[src/rtl/qracc_pkg.sv]
// Shared types and default timing for the QRAcc SRAM controller.
package qracc_pkg;

    // Controller sequencing states.
    typedef enum logic [1:0] {
        IDLE      = 2'd0,
        PRECHARGE = 2'd1,
        ACCESS    = 2'd2,
        DONE      = 2'd3
    } state_e;

    localparam int unsigned DEF_NUM_ROWS     = 128;
    localparam int unsigned DEF_NUM_COLS     = 32;
    localparam int unsigned DEF_NUM_CHANNELS = 2;
    localparam int unsigned DEF_PCH_CYCLES   = 1;
    localparam int unsigned DEF_ACC_CYCLES   = 1;

    // Array-facing control bundle for the default geometry.
    typedef struct packed {
        logic [DEF_NUM_ROWS-1:0] wl;
        logic                    pch;
        logic                    write;
        logic                    saen;
        logic [DEF_NUM_COLS-1:0] wr_data;
        logic [DEF_NUM_COLS-1:0] csel;
    } to_sram_t;

    // Array-to-controller bundle for the default geometry.
    typedef struct packed {
        logic [DEF_NUM_COLS-1:0] sa_out;
    } from_sram_t;

endpackage

[src/rtl/qracc_sram_ctrl_rr_arbiter.sv]
// Round-robin arbiter: search starts one past the last granted channel.
module rr_arbiter #(
    parameter  int unsigned numChannels = 2,
    localparam int unsigned CHW         = (numChannels > 1) ? $clog2(numChannels) : 1
) (
    input  logic                   clk,
    input  logic                   nrst,
    input  logic [numChannels-1:0] req,
    input  logic                   update,
    output logic [numChannels-1:0] grant_c,
    output logic [CHW-1:0]         grant_idx_c
);

    logic [CHW-1:0] last_q;
    logic [CHW-1:0] idx;
    logic           found;

    // Last-granted pointer; resets so that channel 0 wins first.
    always_ff @(posedge clk or negedge nrst) begin
        if (!nrst) begin
            last_q <= CHW'(numChannels - 1);
        end else if (update) begin
            last_q <= grant_idx_c;
        end
    end

    // First requesting channel at or after last_q + 1, modulo numChannels.
    always_comb begin
        grant_c     = '0;
        grant_idx_c = '0;
        found       = 1'b0;
        idx         = '0;
        for (int unsigned off = 1; off <= numChannels; off++) begin
            idx = CHW'((32'(last_q) + off) % numChannels);
            if (!found && req[idx]) begin
                found        = 1'b1;
                grant_c[idx] = 1'b1;
                grant_idx_c  = idx;
            end
        end
    end

endmodule

[src/rtl/qracc_sram_ctrl.sv]
// Multi-channel SRAM access controller: arbitrates requests and sequences precharge/access.
module qracc_sram_ctrl
    import qracc_pkg::*;
#(
    parameter  int unsigned numRows     = DEF_NUM_ROWS,
    parameter  int unsigned numCols     = DEF_NUM_COLS,
    parameter  int unsigned numChannels = DEF_NUM_CHANNELS,
    parameter  int unsigned pchCycles   = DEF_PCH_CYCLES,
    parameter  int unsigned accCycles   = DEF_ACC_CYCLES,
    localparam int unsigned AW          = (numRows > 1) ? $clog2(numRows) : 1
) (
    input  logic                           clk,
    input  logic                           nrst,
    input  logic [numChannels-1:0]         rq_valid_i,
    input  logic [numChannels-1:0]         rq_wr_i,
    input  logic [numChannels*AW-1:0]      addr_i,
    input  logic [numChannels*numCols-1:0] wr_data_i,
    input  logic [numChannels*numCols-1:0] wr_mask_i,
    output logic [numChannels-1:0]         rq_ready_o,
    output logic [numChannels-1:0]         rd_valid_o,
    output logic [numCols-1:0]             rd_data_o,
    output logic                           busy_o,
    output logic [numRows-1:0]             WL,
    output logic                           PCH,
    output logic                           WRITE,
    output logic                           SAEN,
    output logic [numCols-1:0]             WR_DATA,
    output logic [numCols-1:0]             CSEL,
    input  logic [numCols-1:0]             SA_OUT
);

    localparam int unsigned CHW  = (numChannels > 1) ? $clog2(numChannels) : 1;
    localparam int unsigned MAXC = (pchCycles > accCycles) ? pchCycles : accCycles;
    localparam int unsigned CW   = (MAXC > 1) ? $clog2(MAXC) : 1;

    state_e                   state_q, state_d;
    logic [CW-1:0]            cnt_q, cnt_d;
    logic                     wr_q;
    logic [AW-1:0]            addr_q;
    logic [numCols-1:0]       data_q, mask_q;
    logic [CHW-1:0]           ch_q;

    logic [numChannels-1:0]   grant_c;
    logic [CHW-1:0]           grant_idx_c;
    logic                     accept_c;
    logic                     addr_ok_c;
    logic                     capture_c;

    logic [numRows-1:0]       wl_d;
    logic                     pch_d, write_d, saen_d;
    logic [numCols-1:0]       wr_data_d, csel_d;
    logic [numChannels-1:0]   rd_valid_d;

    rr_arbiter #(.numChannels(numChannels)) u_arb (
        .clk         (clk),
        .nrst        (nrst),
        .req         (rq_valid_i),
        .update      (accept_c),
        .grant_c     (grant_c),
        .grant_idx_c (grant_idx_c)
    );

    // Ready only in IDLE (and out of reset); accept when the winner is valid.
    always_comb begin
        rq_ready_o = (state_q == IDLE && nrst) ? grant_c : '0;
        accept_c   = |(rq_valid_i & rq_ready_o);
        addr_ok_c  = 32'(addr_q) < 32'(numRows);
    end

    // Next state, phase counter and next values of the registered array controls.
    always_comb begin
        state_d    = state_q;
        cnt_d      = cnt_q;
        capture_c  = 1'b0;
        wl_d       = '0;
        pch_d      = 1'b0;
        write_d    = 1'b0;
        saen_d     = 1'b0;
        wr_data_d  = '0;
        csel_d     = '0;
        rd_valid_d = '0;

        case (state_q)
            IDLE: begin
                if (accept_c) begin
                    state_d = PRECHARGE;
                    cnt_d   = '0;
                end
            end
            PRECHARGE: begin
                if (cnt_q == CW'(pchCycles - 1)) begin
                    state_d = ACCESS;
                    cnt_d   = '0;
                end else begin
                    cnt_d = cnt_q + CW'(1);
                end
            end
            ACCESS: begin
                if (cnt_q == CW'(accCycles - 1)) begin
                    state_d   = DONE;
                    cnt_d     = '0;
                    capture_c = !wr_q;
                end else begin
                    cnt_d = cnt_q + CW'(1);
                end
            end
            default: state_d = IDLE;
        endcase

        case (state_d)
            PRECHARGE: pch_d = 1'b1;
            ACCESS: begin
                for (int unsigned i = 0; i < numRows; i++) begin
                    wl_d[i] = (32'(addr_q) == i);
                end
                if (wr_q) begin
                    write_d   = 1'b1;
                    wr_data_d = data_q;
                    csel_d    = mask_q;
                end else begin
                    saen_d = 1'b1;
                    csel_d = '1;
                end
            end
            DONE: begin
                if (!wr_q) begin
                    rd_valid_d[ch_q] = 1'b1;
                end
            end
            default: ;
        endcase
    end

    // State, captured request payload and all registered outputs.
    always_ff @(posedge clk or negedge nrst) begin
        if (!nrst) begin
            state_q    <= IDLE;
            cnt_q      <= '0;
            wr_q       <= 1'b0;
            addr_q     <= '0;
            data_q     <= '0;
            mask_q     <= '0;
            ch_q       <= '0;
            WL         <= '0;
            PCH        <= 1'b0;
            WRITE      <= 1'b0;
            SAEN       <= 1'b0;
            WR_DATA    <= '0;
            CSEL       <= '0;
            rd_valid_o <= '0;
            rd_data_o  <= '0;
            busy_o     <= 1'b0;
        end else begin
            state_q    <= state_d;
            cnt_q      <= cnt_d;
            WL         <= wl_d;
            PCH        <= pch_d;
            WRITE      <= write_d;
            SAEN       <= saen_d;
            WR_DATA    <= wr_data_d;
            CSEL       <= csel_d;
            rd_valid_o <= rd_valid_d;
            busy_o     <= (state_d != IDLE);
            if (accept_c) begin
                wr_q   <= rq_wr_i[grant_idx_c];
                addr_q <= addr_i[32'(grant_idx_c)*AW +: AW];
                data_q <= wr_data_i[32'(grant_idx_c)*numCols +: numCols];
                mask_q <= wr_mask_i[32'(grant_idx_c)*numCols +: numCols];
                ch_q   <= grant_idx_c;
            end
            if (capture_c) begin
                rd_data_o <= addr_ok_c ? SA_OUT : '0;
            end
        end
    end

endmodule

[config.mk]
export PLATFORM = sky130hd
export DESIGN_NAME = qracc_sram_ctrl
export DESIGN_NICKNAME = d
export VERILOG_FILES = /design/src/rtl/qracc_pkg.sv /design/src/rtl/qracc_sram_ctrl_rr_arbiter.sv /design/src/rtl/qracc_sram_ctrl.sv
export SDC_FILE = /design/constraint.sdc
export NUM_CORES = 1
export LEC_CHECK = 0
export ABC_AREA = 1
export ABC_CLOCK_PERIOD_IN_PS = 1400
export CORE_MARGIN = 4
export CORE_UTILIZATION = 32
export DETAILED_ROUTE_END_ITERATION = 6
export SETUP_SLACK_MARGIN = 0.2
export SLEW_MARGIN = 20
export SYNTH_ARGS = -nofsm -noshare
export SYNTH_HDL_FRONTEND = slang
export SYNTH_SLANG_ARGS = --single-unit
[constraint.sdc]
create_clock -name clk -period 1.4 [get_ports clk]
set_input_delay 0.21 -clock clk [delete_from_list [all_inputs] [get_ports clk]]
set_output_delay 0.21 -clock clk [all_outputs]
set_load 0.02 [all_outputs]
==> impl_metrics.toml <==
[pwr]
irDropWorstVdd_uv = 1290
cellPowerDensity_mw_per_mm2 = 1830
p_leak_nw = 9.45

[worst_setup_path]
critPathBufInv = 8
start_kind = "flip-flop"
path_common_cell = "buf_6"
path_max_fanout = 8
max_stage_delay_ns = 0.39
required_ns = 1.82
timing.rr.end = "WL[73]"
r2r.worst_path.cells = 12
path_class = "flip-flop to flip-flop"
r2r_slack_ns = -0.40
cp_data_arrival_time_ns = 2.23
crit_cells = 12
worstPathCellList = "inv_2, buf_6, buf_6, buf_6, buf_6, ha_4, inv_8, nor3_4, buf_6, buf_6, nand2_8, nor2_1"
crit_start = "state_q[1]"
end_kind = "flip-flop"
rr_startpoint = "state_q[1]"
critPathSlowestCell = "dfrtp_1"
critPathTopFamily = "buffers and inverters"

[clock_tree]
cts_root_buf = "clkbuf_16"
htree_levels = 2
cts_sinks = 306
cts_made_buffers = 34
cts_buffer_depth = 3
cts_tree = "yes"
clk_pin_slew_ns = 0.06
insertion_delay_ns = 0.50

[grt]
grt_max_degree = 175
grt_pass1_wl_mm = 56.6
grt_usage_pct = 18.9
grt_pass1_vias = 9544
grt-ovfl-total = 0
grt_antenna_before_repair = 2

[synth]
yosysSeqAreaShare_pct = 68.9
yosysWarnings = 0
netlist_area_mm2 = 0.0111
yosys.area_share.simple_pct = 9.79
synth_top_family_by_area = "compound AO/OA/AOI/OAI gates"
synthAdderAreaFrac_pct = 0.451
ys_ff_latch = 306
syn_avg_cell_area_um2 = 11.0
synthMuxAreaShare_pct = 3.24
synth_compound_area_share_pct = 9.83
synth_nets = 1196
synth_cells = 1012
synth_cell_types = 24
synth_xor_area_share_pct = 0

[min_path]
min_path_type = "input pin to asynchronous set/reset pin"

[routing]
drtAntennaViolNets = 0
avgRoutedWirePerCell_um = 19.0
vias_per_cell = 4.52
finalWirelength_mm = 38.2
drtIter0Drc = 380
drc = 0
dr.pass1.iters = 4
num_vias = 9091

[sta]
clock-skew-final_ns = 0.0143
setup_viol = 302
fin_crit_sh_pct = 129
slew_headroom_pct = 34.2
max_freq_mhz = 554
worst_pin_slew_ns = 0.988
hold_viol_final = 81
rsz0062_at_grt = "true"
post-route-min-period_ns = 1.80
timing.final.max_slew_violations = 0
setup_ws_ns = -0.404
holdWs_ns = -0.0750

[die]
die_h_um = 194
core_mm2 = 0.0339
die_x_um = 194
fp.dieArea_mm2 = 0.0378
placement_rows = 67
io_pins = 412
start_util_pct = 32.8

[placement]
finalWeightedCongestion = 0.806
pre_cts_slack_ns = -0.463
portBuffers = 411
hpwl_mm = 23.3

[job]
cap_violations = 0

[status]
status = "finished with violations"
violations = "hold timing, setup timing"

[cells_and_area]
n_fill_cell = 2682
area_growth_pct = 83.2
drive_gt1_share_pct = 42.5
multi_input_area_mm2 = 0.00406
final_nets = 1729
seq_area_mm2 = 0.00766
==> registers in the layout (all words and copies together), names as in the netlist <==
signal        count
rd_valid_o        2
PCH               1
state_q           2
data_q           32
CSEL             32
addr_q            7
ch_q              1
rd_data_o        32
wr_q              1
mask_q           32
WL              128
WR_DATA          32
SAEN              1
busy_o            1
u_arb.last_q      1
WRITE             1
==> worst reg2reg max path, delay by kind of cell, from the launching register on <==
family                     cells  cell delay [ns]
adders and majority gates      1             0.16
and+or+nand+nor                3             0.42
buffers and inverters          8             0.77
DFF                            1             0.39
==> layout by cell type (no fill, tap or decap), types with 3 or more instances in the layout <==
cell | Yosys | final
inv_1 | 151 | 145
o21ai_2 | 0 | 8
nand3_1 | 9 | 8
nor2_2 | 0 | 58
buf_8 | 0 | 6
nand2_1 | 97 | 76
clkbuf_8 | 0 | 7
buf_16 | 0 | 20
buf_12 | 0 | 22
a21oi_1 | 33 | 20
buf_4 | 3 | 48
nor2_4 | 0 | 90
inv_2 | 7 | 11
o211ai_1 | 72 | 72
clkbuf_1 | 31 | 6
mux2_4 | 0 | 32
nand2_8 | 0 | 21
ha_4 | 0 | 3
clkbuf_16 | 0 | 45
buf_6 | 7 | 262
o21ai_1 | 72 | 66
clkdlybuf4s50_1 | 0 | 178
a21oi_2 | 0 | 13
dfrtp_1 | 305 | 305
nor3_4 | 0 | 4
nor2_1 | 166 | 18
==> where the power goes <==
group | switching [mW] | internal [mW]
registers | 1.15 | 11.1
logic | 8.59 | 8.13
clock network | 3.44 | 4.93
total | 13.2 | 24.1
==> layer usage <==
metal / GRT usage, % / vias to the layer above / wire length [um]
li1: - / 4286 / -
met1: 24.2 / 4441 / 15600
met2: 32.1 / 312 / 19100
met3: 5.33 / 52 / 2660
met4: 4.61 / 0 / 813
met5: 0 / - / 0
==> cell families (layout without fill, tap and decap cells) <==
logic type               after synthesis  in the layout
multiplexers                          32             32
other                                  0              2
buffers and inverters                209            758
adder cells (fa/ha/maj)                4              4
AND/OR/NAND/NOR                      281            283
AO/OA/AOI/OAI                        180            180
flip-flops                           306            306
==> cell type report <==
type,count,share of cell area [%]
Clock inverter,6,0.215
Sequential cell,306,37.6
Timing Repair Buffer,546,31.6
Multi-Input combinational cell,499,19.9
Antenna cell,2,0.0246
Inverter,158,2.96
Tap cell,448,2.76
Clock buffer,48,4.89
==> Yosys cell counts <==
master | instances | share of area, %
dfrtp_1 | 305 | 69
o21ai_1 | 72 | 3.2
buf_4 | 3 | 0.20
nand2_1 | 97 | 3.3
o21ai_0 | 2 | 0.090
buf_2 | 9 | 0.41
buf_1 | 1 | 0.034
a21oi_4 | 1 | 0.15
ha_1 | 4 | 0.45
nand2_4 | 1 | 0.10
nand2_2 | 1 | 0.056
nand3b_1 | 1 | 0.068
inv_2 | 7 | 0.24
mux2_2 | 2 | 0.20
mux2_1 | 30 | 3.0
inv_1 | 151 | 5.1
nor3_1 | 6 | 0.27
nand3_1 | 9 | 0.41
dfstp_2 | 1 | 0.24
a21oi_1 | 33 | 1.5
buf_6 | 7 | 0.71
clkbuf_1 | 31 | 1.0
o211ai_1 | 72 | 4.9
nor2_1 | 166 | 5.6
==> worst max path at each step <==
stage	end
6_report	WL[73]
5_1_grt	WL[101]
4_1_cts	rq_ready_o[0]
3_5_place_dp	mask_q[18]
3_3_place_gp	rq_ready_o[1]
2_1_floorplan	addr_q[2]
==> stage by stage <==
step	total power, mW	util, %	setup TNS (ns)	std cells	area (um^2)
2_1_floorplan	18.2	-	-4.34	1012	11400
3_3_place_gp	23.1	47.8	-54.60	1863	16200
5_1_grt	39.3	60.1	-107.73	2013	20300
3_5_place_dp	23.2	47.8	-59.10	1863	16200
6_report	37.3	60.1	-84.17	2013	20300
4_1_cts	35.5	56.1	-64.99	1972	19000
==> timing repair <==
| item | CTS | global route |
|---|---|---|
| setup buffers | 35 | 29 |
| cloned | 20 | 10 |
| endpoints found under the setup margin | 535 | 537 |
| resized for setup | 1561 | 233 |
| hold buffers | 0 | 0 |
| pin swaps | 20 | 22 |
(Power assumes the default switching activity.)
